## config.mk

```make
export PLATFORM = sky130hd
export DESIGN_NAME = bram_add_seq
export DESIGN_NICKNAME = d
export VERILOG_FILES = /design/src/rtl/bram_add_seq.sv
export SDC_FILE = /design/constraint.sdc
export NUM_CORES = 1
export LEC_CHECK = 0
export ABC_AREA = 1
export CAP_MARGIN = 20
export CELL_PAD_IN_SITES_DETAIL_PLACEMENT = 0
export CELL_PAD_IN_SITES_GLOBAL_PLACEMENT = 1
export CORE_MARGIN = 2
export CORE_UTILIZATION = 24
export CTS_CLUSTER_SIZE = 25
export DETAILED_ROUTE_END_ITERATION = 8
export GPL_ROUTABILITY_DRIVEN = 0
export GPL_TIMING_DRIVEN = 0
export MAX_ROUTING_LAYER = met4
export PLACE_DENSITY_LB_ADDON = 0.1
export SETUP_SLACK_MARGIN = 0.3
export SLEW_MARGIN = 10
export SYNTH_ARGS = -nofsm -noshare
export SYNTH_HDL_FRONTEND = slang
export SYNTH_SLANG_ARGS = --single-unit
```

## constraint.sdc

```tcl
create_clock -name clk -period 1.3 [get_ports clk]
set_input_delay 0.195 -clock clk [delete_from_list [all_inputs] [get_ports clk]]
set_output_delay 0.195 -clock clk [all_outputs]
set_load 0.03 [all_outputs]
```

## src/rtl/bram_add_seq.sv

```systemverilog
`default_nettype none
// ============================================================================
// Module      : bram_add_seq
// Description : Sequential element-wise adder over BRAM regions. For each of
//               len words it reads A[i] and B[i], hands them to an external
//               combinational adder through registered operands, and writes
//               the sum to C[i]. Four cycles per word plus one finish cycle.
// Options     : BRAM_ADD_SEQ_SKIP_ZERO_EN - when defined, words whose
//               operand A is zero are not written to BRAM C.
// Revision    : 1.0 - initial release
// ============================================================================
module bram_add_seq #(
    parameter logic [31:0] BASE_A = 32'h0000_0000,
    parameter logic [31:0] BASE_B = 32'h0000_1000,
    parameter logic [31:0] BASE_C = 32'h0000_2000
) (
    input  logic        clk,
    input  logic        reset,
    input  logic        start,
    input  logic [7:0]  len,
    output logic        busy,
    output logic        done,
    output logic [31:0] addr_a,
    output logic [31:0] addr_b,
    input  logic [31:0] dout_a,
    input  logic [31:0] dout_b,
    output logic [31:0] op_a,
    output logic [31:0] op_b,
    input  logic [31:0] sum,
    output logic [31:0] addr_c,
    output logic [31:0] din_c,
    output logic [3:0]  we_c
);

    localparam logic [2:0] IDLE  = 3'd0;
    localparam logic [2:0] READ  = 3'd1;
    localparam logic [2:0] WAIT  = 3'd2;
    localparam logic [2:0] CAPT  = 3'd3;
    localparam logic [2:0] WRITE = 3'd4;
    localparam logic [2:0] FIN   = 3'd5;

    logic [2:0]  state;
    logic [7:0]  count;
    logic [7:0]  index;
    logic [7:0]  index_next;
    logic [31:0] offset;
    logic [31:0] offset_next;

    // Byte offsets of the current and the following word (8-bit index, x4).
    assign index_next  = index + 8'd1;
    assign offset      = {22'd0, index, 2'b00};
    assign offset_next = {22'd0, index_next, 2'b00};

    // Status flags decode straight from the state so reset clears them at once.
    assign busy = (state != IDLE);
    assign done = (state == FIN);

    // Sequencer: state, word counters, read addresses and captured operands.
    always_ff @(posedge clk or negedge reset) begin
        if (!reset) begin
            state  <= IDLE;
            count  <= 8'd0;
            index  <= 8'd0;
            op_a   <= 32'd0;
            op_b   <= 32'd0;
            addr_a <= 32'd0;
            addr_b <= 32'd0;
        end else begin
            case (state)
                IDLE: begin
                    if (start) begin
                        if (len != 8'd0) begin
                            state  <= READ;
                            count  <= len;
                            index  <= 8'd0;
                            addr_a <= BASE_A;
                            addr_b <= BASE_B;
                        end else begin
                            state <= FIN;
                        end
                    end
                end
                READ: state <= WAIT;
                // Addresses stay put so the BRAM output is stable when captured.
                WAIT: state <= CAPT;
                CAPT: begin
                    op_a  <= dout_a;
                    op_b  <= dout_b;
                    state <= WRITE;
                end
                WRITE: begin
                    index <= index_next;
                    count <= count - 8'd1;
                    if (count == 8'd1) begin
                        state <= FIN;
                    end else begin
                        state  <= READ;
                        addr_a <= BASE_A + offset_next;
                        addr_b <= BASE_B + offset_next;
                    end
                end
                FIN:     state <= IDLE;
                default: state <= IDLE;
            endcase
        end
    end

    // BRAM C write port is only active during the WRITE cycle.
    always_comb begin
        addr_c = 32'd0;
        din_c  = 32'd0;
        we_c   = 4'h0;
        if (state == WRITE) begin
            addr_c = BASE_C + offset;
            din_c  = sum;
            we_c   = 4'hF;
`ifdef BRAM_ADD_SEQ_SKIP_ZERO_EN
            if (op_a == 32'd0) begin
                we_c = 4'h0;
            end
`endif
        end
    end

endmodule
`default_nettype wire

```

==> reports/metrics.yaml <==
grt:
  grt_max_degree: 53
  grt_overflow: 0
  antenna_found_initial: 0
  first_global_vias: 4464
  grt_use_total_pct: 14.8
  grt_pass1_wl_um: 24500
sta:
  hold_slack_ps: -156
  totalNegativeSetupSlack_ps: -46670
  finalHoldViolCount: 40
  fmaxAchievable_mhz: 570
  relSlewSlack_pct: 61.2
  rsz0062_at_grt: "true"
  worst_slew_pin_slew_ps: 582
  setup_viol: 138
  setup_ws_ps: -454
  maxSlewViolCount: 0
  timing.final.crit_share_pct: 135
  period_minus_slack_ps: 1750
  fin_skew_ps: 9.31
power_and_ir_drop:
  p_per_area_nw_per_um2: 2270
  internal_power_mw: 13.7
  pwr-share-comb_pct: 65.3
  p_sw_mw: 8.81
  pwr-share-seq_pct: 23.2
  p_sw_share_pct: 39.1
  clkPwrFrac_pct: 11.6
  leakage_nw: 5.03
  ir_worst_vdd_uv: 1060
  power_mw: 22.5
routing:
  ant_nets: 0
  wl_per_cell_um: 14.1
  drc: 0
  via_per_inst: 3.88
  vias: 4548
  drt-initial-drc-count: 179
  first_pass_iters: 4
  wl_um: 16500
setup_path:
  cp_data_arrival_time_ps: 1560
  worst-r2r-cell-count: 9
  start_kind: "register"
  crit_fanout: 10
  worstPathRequired_ps: 1110
  crit_end: "din_c[19]"
  critPathLaunch: "state[0]"
  r2r-end: "op_a[23]"
  end_kind: "output port"
  reg2reg_from: "state[1]"
  rrSetupSlack_ps: -360
  worstSetupPathType: "reg -> out"
status:
  status: "finished, violations left"
  violations: "negative hold slack, negative setup slack"
finish:
  n_fill_cell: 1883
  diodes: 0
  layout-drive-gt1-share_pct: 49.6
  stdcell_area_um2: 9900
  fin_cells: 1172
  syn2layout_area_growth_pct: 96.7
  nNetsFinal: 1008
place:
  place_inst: 1079
  place_hpwl_um: 12100
  io_buffer_count: 234
  placed_cell_area_um2: 8460
yosys:
  synth-simple-area-share_pct: 13.1
  synth_fa_ha_area_share_pct: 0.746
  synthXorXnorAreaFrac_pct: 0
  synth_cell_types: 26
  synth_top_family_by_area: "buffers and inverters"
  synth_compound_area_share_pct: 3.31
  avgSynthCellArea_um2: 9.97
  synth_seq_cells: 92
  netlist_area_um2: 5030
  synth_top_area_share_pct: 45.7
  ys_warn_count: 0
  yosysSeqAreaShare_pct: 45.7
  yosys.area.top_type: "dfrtp_1"
  synthCells: 505
  muxShareOfSynthArea_pct: 18.0
  synthTopCellsByArea: "dfrtp_1, mux2_4, buf_4, nor2_1, nand2_1"
cts:
  clock_sinks: 92
  worstSkewPairLatency_ps: 340
  cts_buffers: 9
  cts.reportedPaths.clkPinSlew_ps: 70
  root_buffer: "clkbuf_16"
  htree_levels: 3
  clockBufferDepth: 2
  cts_tree: "done"
die:
  die_h_um: 149
  placementRows: 52
  die_w_um: 149
  start_util_pct: 24.6
  io_pins: 305
  core_region_area_um2: 20400
  fp.dieArea_um2: 22200
hold_path:
  hp-class: "in -> async"
job:
  maxCapViolCount: 0
==> per-layer routing <==
metal	part of all wire (%)	global-route usage (%)	routed length, µm
met1	40	17.1	6550
met2	52	25.6	8590
met3	5.6	3.52	931
met4	2.7	4.67	448
met5	0	-	0
==> worst min path at each step <==
stage | from | endpoint | slack (ps) | cells after the start
after floorplan | reset | addr_a[2] | -100 | 0
after global placement | addr_b[12] | addr_b[12] | 450 | 2
after detailed placement | reset | op_b[26] | 240 | 1
after CTS | reset | op_b[26] | -130 | 1
after global routing | reset | op_b[26] | -130 | 1
final | reset | op_b[26] | -160 | 1
==> cells by family (layout without fill, tap and decap cells) <==
group / count (synthesis) / count (layout)
muxes: 64 / 64
other: 1 / 70
adders and majority gates: 3 / 3
buffers and inverters: 157 / 485
DFF: 92 / 92
and+or+nand+nor: 156 / 156
AOI/OAI and AO/OA: 32 / 32
==> per-stage QoR <==
stage	hold slack (ps)	util (%)	worst slack, ps
3_5_place_dp	244	41.4	-837
5_1_grt	-125	48.5	-517
2_1_floorplan	-101	-	-97.1
6_report	-156	48.5	-454
4_1_cts	-129	47.2	-475
3_3_place_gp	455	41.3	-3640
==> critical path: stages, from the launching register on <==
cell and delay, ps:
dfrtp_1 410, nor2_4 150, nand2_4 90, buf_12 160, buf_12 160, nor2_4 100, buf_6 130
==> cell usage after synthesis (all sizes together) <==
cell type  number
nand3          18
dfrtp          92
nand4           1
nand2          63
buf            97
nor3            3
inv            59
conb            1
nand3b          1
mux2           64
or2             2
o211ai          1
clkinv          1
nor2           68
ha              3
a21oi           2
o21ai          29
==> state kept, by name, summed over array words and instances (netlist names) <==
signal,cells
addr_a,7
index,8
addr_b,2
op_a,32
count,8
state,3
op_b,32
==> power by group through the flow <==
| stage | sequential [mW] | combinational (mW) | clock (mW) |
|---|---|---|---|
| 2_1_floorplan | 7.04 | 5.51 | 0 |
| 3_3_place_gp | 5.00 | 11.4 | 0 |
| 3_5_place_dp | 5.04 | 11.4 | 0 |
| 4_1_cts | 5.22 | 14.1 | 2.71 |
| 5_1_grt | 5.36 | 15.5 | 2.83 |
| 6_report | 5.22 | 14.7 | 2.60 |
==> layout make-up <==
| class | count | area [µm²] | area share (%) |
|---|---|---|---|
| plain buffers | 97 | 943 | 9.53 |
| clock buffers | 10 | 229 | 2.31 |
| clock inverters | 5 | 53.8 | 0.543 |
| inverters | 60 | 229 | 2.31 |
| multi-input cells | 325 | 2460 | 24.8 |
| flip-flops and latches | 92 | 2300 | 23.3 |
| well taps | 270 | 338 | 3.41 |
| repair buffers | 313 | 3350 | 33.8 |
==> cell usage in the layout, fill, tap and decap left out, drive strengths merged <==
| cell type | synthesis | routed |
|---|---|---|
| ha | 3 | 3 |
| o21ai | 29 | 29 |
| o211ai | 1 | 1 |
| mux2 | 64 | 64 |
| inv | 59 | 59 |
| or2 | 2 | 2 |
| dfrtp | 92 | 92 |
| nor2 | 68 | 68 |
| clkinv | 1 | 5 |
| clkdlybuf4s50 | 0 | 105 |
| nand2 | 63 | 63 |
| clkbuf | 0 | 11 |
| nand4 | 1 | 1 |
| bufbuf | 0 | 1 |
| nand3 | 18 | 18 |
| a21oi | 2 | 2 |
| nand3b | 1 | 1 |
| conb | 1 | 70 |
| bufinv | 0 | 1 |
| buf | 97 | 303 |
| nor3 | 3 | 3 |
==> what timing repair did <==
| item | CTS | global route |
|---|---|---|
| pin swaps | 5 | 3 |
| setup buffers | 44 | 25 |
| gates resized for setup | 951 | 16 |
| gates cloned | 8 | 1 |
| endpoints found under the setup margin | 219 | 220 |
| endpoints found under the hold margin | 40 | 40 |
(Power assumes the default switching activity.)
